<file path="config.mk">
export PLATFORM = sky130hd
export DESIGN_NAME = tile_scan_renderer
export DESIGN_NICKNAME = d
export VERILOG_FILES = /design/src/rtl/tile_video_pkg.sv /design/src/rtl/tile_pattern_rom.sv /design/src/rtl/tile_scan_renderer.sv
export SDC_FILE = /design/constraint.sdc
export NUM_CORES = 1
export LEC_CHECK = 0
export ABC_AREA = 0
export CAP_MARGIN = 10
export CORE_MARGIN = 2
export CORE_UTILIZATION = 47
export CTS_CLUSTER_SIZE = 10
export DETAILED_ROUTE_END_ITERATION = 8
export PLACE_DENSITY = 0.72
export SLEW_MARGIN = 5
export SYNTH_ARGS = -nofsm -noshare
export SYNTH_HDL_FRONTEND = slang
export SYNTH_SLANG_ARGS = --single-unit
</file>
<file path="constraint.sdc">
create_clock -name clk -period 1.8 [get_ports clk]
set_input_delay 0.27 -clock clk [delete_from_list [all_inputs] [get_ports clk]]
set_output_delay 0.27 -clock clk [all_outputs]
set_load 0.03 [all_outputs]
</file>
<file path="src/rtl/tile_video_pkg.sv">
// Shared constants and types for the tile video scan-out path.
// Holds the 640x480@60 timing, playfield geometry, the palette and the
// tile pattern definition used by the pattern ROM.
package tile_video_pkg;

  // 640x480@60 timing
  localparam int unsigned H_ACTIVE = 640;
  localparam int unsigned H_FP     = 16;
  localparam int unsigned H_SYNC   = 96;
  localparam int unsigned H_BP     = 48;
  localparam int unsigned V_ACTIVE = 480;
  localparam int unsigned V_FP     = 10;
  localparam int unsigned V_SYNC   = 2;
  localparam int unsigned V_BP     = 33;

  // Playfield geometry
  localparam int unsigned TILE_W = 16;
  localparam int unsigned TILE_H = 16;
  localparam int unsigned COLS   = 40;
  localparam int unsigned ROWS   = 30;

  // Datapath widths
  localparam int unsigned CNT_W  = 10;
  localparam int unsigned ADDR_W = 11;
  localparam int unsigned DATA_W = 8;
  localparam int unsigned RGB_W  = 12;
  localparam int unsigned ROW_W  = 16;

  localparam logic [RGB_W-1:0] BG_RGB = 12'h000;

  localparam logic [RGB_W-1:0] PALETTE [16] = '{
    12'h000, 12'h00A, 12'h0A0, 12'h0AA,
    12'hA00, 12'hA0A, 12'hA50, 12'hAAA,
    12'h555, 12'h55F, 12'h5F5, 12'h5FF,
    12'hF55, 12'hF5F, 12'hFF5, 12'hFFF
  };

  // Sync/visibility flags that travel down the delay pipe with each pixel
  typedef struct packed {
    logic hsync;
    logic vsync;
    logic visible;
    logic frame_start;
  } scan_tag_t;

  localparam scan_tag_t TAG_IDLE = '{hsync: 1'b1, vsync: 1'b1, visible: 1'b0, frame_start: 1'b0};

  // Row bits of a tile shape; MSB is the leftmost pixel.
  // Shape 0 is blank, shape 15 is solid, the rest repeat (shape ^ row) as a 4-px motif.
  function automatic logic [ROW_W-1:0] pattern_row(input logic [3:0] shape, input logic [3:0] row);
    logic [ROW_W-1:0] bits;
    bits = {4{shape ^ row}};
    if (shape == 4'h0) begin
      bits = '0;
    end else if (shape == 4'hF) begin
      bits = '1;
    end
    return bits;
  endfunction

endpackage

</file>
<file path="src/rtl/tile_pattern_rom.sv">
// 256x16 tile pattern ROM with one registered read port.
// Ports:
//   clk        pixel clock
//   rst        synchronous active-high reset, clears the read register
//   i_addr     {shape[3:0], row[3:0]}
//   o_row_bits 16 pixel bits of that row, MSB leftmost, valid the cycle after i_addr
module tile_pattern_rom
  import tile_video_pkg::*;
(
  input  logic             clk,
  input  logic             rst,
  input  logic [7:0]       i_addr,
  output logic [ROW_W-1:0] o_row_bits
);

  logic [ROW_W-1:0] r_row_bits;

  // Contents are a fixed function of the address, so the read is a constant table
  always_ff @(posedge clk) begin
    if (rst) begin
      r_row_bits <= '0;
    end else begin
      r_row_bits <= pattern_row(i_addr[7:4], i_addr[3:0]);
    end
  end

  assign o_row_bits = r_row_bits;

endmodule

</file>
<file path="src/rtl/tile_scan_renderer.sv">
// Tile-map scan-out: VGA timing, tile RAM addressing and pixel expansion.
// Ports:
//   clk          pixel clock, also the tile RAM read clock
//   rst          synchronous active-high reset
//   vram_addr    tile RAM read address (combinational from the scan counters)
//   vram_data    tile byte returned one cycle after vram_addr: [7:4] shape, [3:0] palette
//   hsync/vsync  active-low syncs, aligned with de/rgb
//   de           display enable
//   rgb          {R,G,B} 4 bits each, zero outside the visible area
//   frame_start  one-cycle pulse at output time of (h=0, v=V_ACTIVE)
// Timing parameters default to 640x480@60; they exist so the same scan
// logic can run reduced rasters.
module tile_scan_renderer
  import tile_video_pkg::*;
#(
  parameter int unsigned H_ACT    = H_ACTIVE,
  parameter int unsigned H_FPORCH = H_FP,
  parameter int unsigned H_SYNCW  = H_SYNC,
  parameter int unsigned H_BPORCH = H_BP,
  parameter int unsigned V_ACT    = V_ACTIVE,
  parameter int unsigned V_FPORCH = V_FP,
  parameter int unsigned V_SYNCW  = V_SYNC,
  parameter int unsigned V_BPORCH = V_BP
) (
  input  logic              clk,
  input  logic              rst,
  output logic [ADDR_W-1:0] vram_addr,
  input  logic [DATA_W-1:0] vram_data,
  output logic              hsync,
  output logic              vsync,
  output logic              de,
  output logic [RGB_W-1:0]  rgb,
  output logic              frame_start
);

  localparam int unsigned H_TOT = H_ACT + H_FPORCH + H_SYNCW + H_BPORCH;
  localparam int unsigned V_TOT = V_ACT + V_FPORCH + V_SYNCW + V_BPORCH;

  localparam logic [CNT_W-1:0] H_LAST     = CNT_W'(H_TOT - 1);
  localparam logic [CNT_W-1:0] V_LAST     = CNT_W'(V_TOT - 1);
  localparam logic [CNT_W-1:0] H_VIS_END  = CNT_W'(H_ACT);
  localparam logic [CNT_W-1:0] V_VIS_END  = CNT_W'(V_ACT);
  localparam logic [CNT_W-1:0] HS_FIRST   = CNT_W'(H_ACT + H_FPORCH);
  localparam logic [CNT_W-1:0] HS_LAST    = CNT_W'(H_ACT + H_FPORCH + H_SYNCW - 1);
  localparam logic [CNT_W-1:0] VS_FIRST   = CNT_W'(V_ACT + V_FPORCH);
  localparam logic [CNT_W-1:0] VS_LAST    = CNT_W'(V_ACT + V_FPORCH + V_SYNCW - 1);

  logic [CNT_W-1:0] r_hcnt;
  logic [CNT_W-1:0] r_vcnt;
  logic             w_h_last;
  logic             w_v_last;
  scan_tag_t        w_tag;

  scan_tag_t        r_s1_tag;
  logic [3:0]       r_s1_hpix;
  logic [3:0]       r_s1_vrow;

  scan_tag_t        r_s2_tag;
  logic [3:0]       r_s2_hpix;
  logic [3:0]       r_s2_pal;
  logic [ROW_W-1:0] w_row_bits;
  logic             w_lit;

  logic             r_hsync;
  logic             r_vsync;
  logic             r_de;
  logic [RGB_W-1:0] r_rgb;
  logic             r_frame_start;

  assign w_h_last = (r_hcnt == H_LAST);
  assign w_v_last = (r_vcnt == V_LAST);

  // Scan position counters
  always_ff @(posedge clk) begin
    if (rst) begin
      r_hcnt <= '0;
      r_vcnt <= '0;
    end else if (w_h_last) begin
      r_hcnt <= '0;
      r_vcnt <= w_v_last ? '0 : r_vcnt + CNT_W'(1);
    end else begin
      r_hcnt <= r_hcnt + CNT_W'(1);
    end
  end

  // Stage-0 decode of syncs, visibility and frame start
  always_comb begin
    w_tag             = TAG_IDLE;
    w_tag.visible     = (r_hcnt < H_VIS_END) && (r_vcnt < V_VIS_END);
    w_tag.hsync       = !((r_hcnt >= HS_FIRST) && (r_hcnt <= HS_LAST));
    w_tag.vsync       = !((r_vcnt >= VS_FIRST) && (r_vcnt <= VS_LAST));
    w_tag.frame_start = (r_hcnt == '0) && (r_vcnt == V_VIS_END);
  end

  // Tile address is row*64+col; parked at 0 in blanking so it is never X
  assign vram_addr = w_tag.visible ? {r_vcnt[8:4], r_hcnt[9:4]} : '0;

  // Stage 1: tags travel alongside the RAM read
  always_ff @(posedge clk) begin
    if (rst) begin
      r_s1_tag  <= TAG_IDLE;
      r_s1_hpix <= '0;
      r_s1_vrow <= '0;
    end else begin
      r_s1_tag  <= w_tag;
      r_s1_hpix <= r_hcnt[3:0];
      r_s1_vrow <= r_vcnt[3:0];
    end
  end

  tile_pattern_rom u_rom (
    .clk        (clk),
    .rst        (rst),
    .i_addr     ({vram_data[7:4], r_s1_vrow}),
    .o_row_bits (w_row_bits)
  );

  // Stage 2: palette index and pixel column line up with the ROM output
  always_ff @(posedge clk) begin
    if (rst) begin
      r_s2_tag  <= TAG_IDLE;
      r_s2_hpix <= '0;
      r_s2_pal  <= '0;
    end else begin
      r_s2_tag  <= r_s1_tag;
      r_s2_hpix <= r_s1_hpix;
      r_s2_pal  <= vram_data[3:0];
    end
  end

  // ~hpix selects bit 15-hpix, so pixel 0 of the tile takes the MSB
  assign w_lit = w_row_bits[~r_s2_hpix] && (r_s2_pal != 4'h0);

  // Stage 3: registered outputs
  always_ff @(posedge clk) begin
    if (rst) begin
      r_hsync       <= 1'b1;
      r_vsync       <= 1'b1;
      r_de          <= 1'b0;
      r_rgb         <= '0;
      r_frame_start <= 1'b0;
    end else begin
      r_hsync       <= r_s2_tag.hsync;
      r_vsync       <= r_s2_tag.vsync;
      r_de          <= r_s2_tag.visible;
      r_frame_start <= r_s2_tag.frame_start;
      if (!r_s2_tag.visible) begin
        r_rgb <= '0;
      end else if (w_lit) begin
        r_rgb <= PALETTE[r_s2_pal];
      end else begin
        r_rgb <= BG_RGB;
      end
    end
  end

  assign hsync       = r_hsync;
  assign vsync       = r_vsync;
  assign de          = r_de;
  assign rgb         = r_rgb;
  assign frame_start = r_frame_start;

endmodule

</file>
==> results of run 1 <==
[worst reg2reg max path, stage by stage (launching register included)]
cell and delay (ps):
dfxtp_1 430, ha_1 190, and4_2 330, nand3_2 100
buf_4 160, nand2b_1 230, nor2_1 80
[power breakdown]
group          switching [mW]  internal, mW  total [mW]
combinational          0.0511        0.0538       0.105
clock                   0.387         0.418       0.805
sequential             0.0146          1.20        1.21
total                   0.453          1.67        2.12
[routing by layer]
metal,share of wire,vias up,wire (µm),global-route usage
met4,0.017,0,72,0.0734
met5,0,-,0,0
met1,0.48,779,2080,0.238
li1,-,872,-,-
met2,0.45,39,1960,0.293
met3,0.049,7,213,0.0472
[area by class of cell]
cell class | count | area (µm²)
sequential | 53 | 1070
multi-input combinational | 155 | 998
clock inverter | 2 | 38.8
timing repair buffer | 56 | 510
inverter | 8 | 30.0
fill | 395 | 1630
tap | 52 | 65.1
clock buffer | 6 | 72.6
[registers in the layout (all words and copies together), names as in the netlist, 4 cells and up]
| register | count |
|---|---|
| r_vcnt | 10 |
| rgb | 5 |
| r_s1_vrow | 4 |
| r_hcnt | 10 |
| r_s2_pal | 4 |
| r_s2_tag | 4 |
| u_rom.o_row_bits | 4 |
| r_s1_tag | 4 |
[cells in the final DEF (no fill, tap or decap), types with 6 or more instances in the layout]
cell / n
nand3_1: 7
inv_1: 8
clkdlybuf4s50_1: 25
and2_1: 10
o21ai_0: 8
nor2b_1: 15
nor2_1: 27
nor3_1: 7
xor2_1: 8
nand4_1: 9
buf_6: 8
dfxtp_1: 48
nand2b_1: 6
buf_4: 22
[stage by stage]
stage                util  total power [mW]  cell area (µm²)
finish              0.630              2.12             2780
global route        0.630              2.20             2780
CTS                 0.620              2.13             2740
detailed placement  0.596              1.34             2630
global placement    0.596              1.34             2630
floorplan               -              1.29             2190
[timing repair]
action	4_1_cts	5_1_grt
pin swaps	0	2
setup endpoints to repair	1	12
gates resized for setup	1	19
setup buffers	0	1
[worst max-delay path by stage]
stage / startpoint / to / slack (ps)
2_1_floorplan: r_hcnt[7]$_SDFF_PP0_ / vram_addr[0] / 230
3_3_place_gp: rst / r_s1_tag[0]$_SDFF_PP0_ / 130
3_5_place_dp: rst / r_s1_tag[0]$_SDFF_PP0_ / 100
4_1_cts: r_hcnt[9]$_SDFF_PP0_ / vram_addr[5] / 5
5_1_grt: r_vcnt[8]$_SDFFE_PP0P_ / vram_addr[6] / 0.4
6_report: r_vcnt[8]$_SDFFE_PP0P_ / vram_addr[6] / 90
[cells by family (layout without fill, tap and decap cells)]
family / after synthesis / count (layout) / share of synthesized area
simple gates: 115 / 115 / 0.307
flops: 53 / 53 / 0.485
buf+inv: 25 / 72 / 0.0611
compound gates: 21 / 21 / 0.0571
xor+xnor: 13 / 13 / 0.0520
fa+ha+maj: 4 / 4 / 0.0229
mux: 2 / 2 / 0.0149
==> run_results.csv, run 1 <==
group,metric,value,unit
yosys,synth-edff-count,0,
sta,final_hold_viol_count,0,
yosys,synth_top_area_frac,0.485,
clocking,clk_latency,310,ps
yosys,syn-mean-instance-area,9.40,µm²
sta,slew_viol_final,0,
min_path,worstHoldStart,"r_s2_tag[3]$_SDFF_PP1_",
grt,grt_pass1_wl,7440,µm
grt,grt_usage,0.183,
setup_path,path_max_fanout,10,
sta,fin_crit,1710,ps
min_path,holdPathEnd,"hsync$_SDFF_PP1_",
setup_path,cp-end-kind,"primary output",
finish,final_nets,293,
setup_path,worstPathRequired,1530,ps
placement,place_hpwl,2990,µm
grt,overflow,0,
die,core,4410,µm²
sta,max_slew_margin,0.742,
die,die_area,5220,µm²
setup_path,r2r_end,"r_hcnt[9]$_SDFF_PP0_",
drt,vias_per_cell,5.11,
job,drv.max_cap_violation_count,0,
setup_path,path_depth,6,
placement,dpl_worst_slack,96.3,ps
yosys,ys_top_cells_by_area,"dfxtp_1, nor2_1, nor2b_1",
clocking,clkTransAtPathRegs,90,ps
die,pin_count,37,
yosys,synth_seq_cells,53,
yosys,ys_seq_area_frac,0.485,
grt,grt_pass1_vias,1646,
power_and_ir_drop,irDropWorstVdd,0.000365,V
power_and_ir_drop,power_density,762,nW/µm²
sta,fin_ws,88.5,ps
die,die_w,72.3,µm
sta,finalSetupTns,0,ps
yosys,synth_nets,247,
setup_path,crit_path_max_incr_delay,350,ps
yosys,synth_cell_types,40,
clocking,cts_buffer_depth,2,
min_path,hold_path.class,"reg2reg",
setup_path,path_cells,"nand4_1, nand2_2, nor2_1, buf_4, and2_1, buf_4",
drt,avgRoutedWirePerCell,13.0,µm
power_and_ir_drop,p_leak,1.11,nW
yosys,ys_warn_count,0,
finish,final_cell_count_no_fill,332,
sta,setup_viol,0,
sta,hold_slack,414,ps
grt,antenna_found_initial,0,
sta,fin_skew,6.19,ps
drt,dr_total_vias,1697,
setup_path,cp_common_cell,"buf_4",
yosys,async_flop_share,0,
sta,grt_setup_unrepaired,"no",
die,start_util,0.496,
yosys,synth_cells,233,
setup_path,path_delay_family,"simple AND/OR/NAND/NOR gates",
clocking,numCtsBuffers,5,
finish,drive_above_1_share,0.196,
min_path,worstHoldPathCells,1,
clocking,cts_root_buf,"clkbuf_8",
placement,numPortBuffers,36,
die,die_y,72.3,µm
drt,drc,0,
finish,area_growth_syn_to_layout,27.1,%
finish,antennaDiodeCount,0,
setup_path,start_kind,"register",
yosys,synth_top_flop_cell,"dfxtp_1",
setup_path,arrival,1440,ps
clocking,tritoncts,"done",
yosys,yosysMostFrequentCell,"dfxtp_1",
drt,wl,4330,µm
setup_path,reg2reg_slack,160,ps
clocking,htree_levels,2,
placement,dp.cells,323,
setup_path,r2r-start,"r_hcnt[0]$_SDFF_PP0_",
yosys,ys_top_cells_by_count,"dfxtp_1, nor2_1, nor2b_1, and2_1",
yosys,synth_area,2190,µm²
grt,grt_max_degree,24,
setup_path,reg2reg_depth,6,
sta,worst_pin_slew,386,ps
drt,drt-initial-drc-count,68,
outcome,outcome,"complete, no violations",
placement,place.gp.congestion,0.851,
die,row_count,24,
setup_path,path_class,"reg2out",
clocking,cts.sinks,53,
yosys,yosys.area.top_type,"dfxtp_1",
drt,dr.pass1.iters,4,
setup_path,crit_buf_inv,2,
sta,post-route-period-util,0.951,
clocking,hold_buffers,0,
sta,clock.fmax,584,MHz
drt,ant_nets,0,
setup_path,crit_slowest_cell,"dfxtp_2",
No activity file was read; power rests on OpenSTA's default activity.
==> run 2: changes to the inputs <==
- CORE_UTILIZATION: 47 -> 52
- PLACE_DENSITY: 0.72 -> 0.78
==> run_results.csv, run 2 (same netlist as run 1, synthesis figures left out) <==
group,metric,value,unit
outcome,outcome,"complete, no violations",
finish,final_nets,292,
setup_path,r2r_end,"r_vcnt[9]$_SDFFE_PP0P_",
grt,grt_max_degree,35,
setup_path,start_kind,"register",
sta,post-route-period-util,0.965,
finish,fillers,347,
setup_path,worstPathRequired,1530,ps
setup_path,arrival,1470,ps
finish,mostFrequentLayoutCells,"dfxtp_1, nor2_1, buf_4",
sta,slew_viol_final,0,
setup_path,r2r-start,"r_vcnt[1]$_SDFFE_PP0P_",
setup_path,reg2reg_depth,7,
grt,grt_pass1_vias,1548,
finish,final_util,0.678,
finish,drive_above_1_share,0.176,
grt,antenna_found_initial,0,
die,die_area,4750,µm²
min_path,hold_path.class,"reg2reg",
finish,mostFrequentLayoutCell,"dfxtp_1",
sta,setup_viol,0,
min_path,holdPathEnd,"r_s2_tag[2]$_SDFF_PP1_",
die,pin_count,37,
setup_path,reg2reg_slack,210,ps
placement,place.gp.congestion,0.835,
die,core,4030,µm²
clocking,clk_latency,310,ps
setup_path,cp-end-kind,"primary output",
grt,grt_pass1_wl,6930,µm
clocking,numCtsBuffers,5,
clocking,htree_levels,2,
die,start_util,0.543,
setup_path,path_max_fanout,10,
clocking,clkTransAtPathRegs,100,ps
sta,fin_crit,1740,ps
die,row_count,23,
clocking,cts_buffer_depth,2,
sta,clock.fmax,576,MHz
sta,finalSetupTns,0,ps
clocking,hold_buffers,0,
placement,placed_area,2620,µm²
finish,area_growth_syn_to_layout,24.7,%
drt,dr.pass1.iters,4,
grt,overflow,0,
drt,dr_total_vias,1700,
sta,worst_pin_slew,412,ps
placement,numPortBuffers,36,
die,die_w,68.9,µm
sta,grt_setup_unrepaired,"no",
sta,final_hold_viol_count,0,
sta,max_slew_margin,0.723,
power_and_ir_drop,p_leak,1.09,nW
finish,antennaDiodeCount,0,
clocking,tritoncts,"done",
setup_path,path_class,"reg2out",
min_path,worstHoldPathCells,1,
drt,vias_per_cell,5.17,
job,drv.max_cap_violation_count,0,
sta,fin_skew,8.81,ps
min_path,worstHoldStart,"r_s1_tag[2]$_SDFF_PP1_",
placement,place_hpwl,3040,µm
drt,drc,0,
drt,avgRoutedWirePerCell,12.8,µm
clocking,cts_root_buf,"clkbuf_8",
die,die_y,68.9,µm
power_and_ir_drop,power_density,724,nW/µm²
power_and_ir_drop,irDropWorstVdd,0.000426,V
drt,ant_nets,0,
drt,drt-initial-drc-count,61,
finish,finish.instance_area,2730,µm²
grt,grt_usage,0.201,
drt,wl,4210,µm
clocking,cts.sinks,53,
==> run 2: changes by cell type in the layout (fill, tap and decap cells not counted), sizes merged <==
| cell | before | now |
|---|---|---|
| dlygate4sd1 | 0 | 1 |
| buf | 30 | 29 |
| clkbuf | 7 | 5 |
| inv | 8 | 9 |
| clkinvlp | 0 | 1 |
| bufinv | 1 | 0 |
==> run 2: metal layers <==
metal,GRT usage,vias to the layer above,share of wire
met1,0.230,767,0.44
li1,-,875,-
met2,0.351,48,0.48
met4,0.0931,0,0.024
met3,0.0503,10,0.056
met5,0,-,0
==> run 2: critical path, cell delays in order (launching register included) <==
cell,delay [ps]
dfxtp_4,370
nand4_1,130
nand2_1,130
nor2_1,50
buf_4,160
and2_1,160
buf_4,160
==> run 2: cell type report <==
type | instances | area, µm² | share of cell area
Inverter | 8 | 30.0 | 0.0110
Clock buffer | 5 | 68.8 | 0.0252
Sequential cell | 53 | 1060 | 0.390
Multi-Input combinational cell | 155 | 996 | 0.365
Clock inverter | 3 | 21.3 | 0.00779
Timing Repair Buffer | 55 | 488 | 0.179
Tap cell | 50 | 62.6 | 0.0229
==> run 2: what timing repair did <==
item	in CTS	in global routing
setup endpoints to repair	1	12
resized for setup	1	8
buffers inserted	0	1
==> run 2: report_power, final <==
| group | internal, mW | total (mW) | leakage, nW | switching, mW |
|---|---|---|---|---|
| combinational | 0.0530 | 0.107 | 0.617 | 0.0538 |
| sequential | 1.19 | 1.21 | 0.432 | 0.0125 |
| clock | 0.276 | 0.664 | 0.0445 | 0.388 |
| total | 1.52 | 1.98 | 1.09 | 0.454 |
==> run 2: worst max path at each step <==
stage                                 startpoint            to  slack, ps  depth (start not counted)
after floorplan             r_hcnt[7]$_SDFF_PP0_  vram_addr[0]        230                          4
after global placement      r_hcnt[8]$_SDFF_PP0_  vram_addr[0]        130                          4
after detailed placement    r_hcnt[8]$_SDFF_PP0_  vram_addr[0]        110                          4
after CTS                 r_vcnt[8]$_SDFFE_PP0P_  vram_addr[6]        0.2                          6
after global routing        r_hcnt[8]$_SDFF_PP0_  vram_addr[0]          2                          4
final                     r_vcnt[8]$_SDFFE_PP0P_  vram_addr[6]         60                          6
==> run 2: through the flow <==
stage	hold WS [ps]	cells	setup slack (ps)	power (mW)
2_1_floorplan	361	233	226	1.29
4_1_cts	413	328	0.250	2.00
3_5_place_dp	395	320	106	1.34
5_1_grt	437	329	1.82	2.06
6_report	410	329	63.5	1.98
3_3_place_gp	395	320	132	1.34
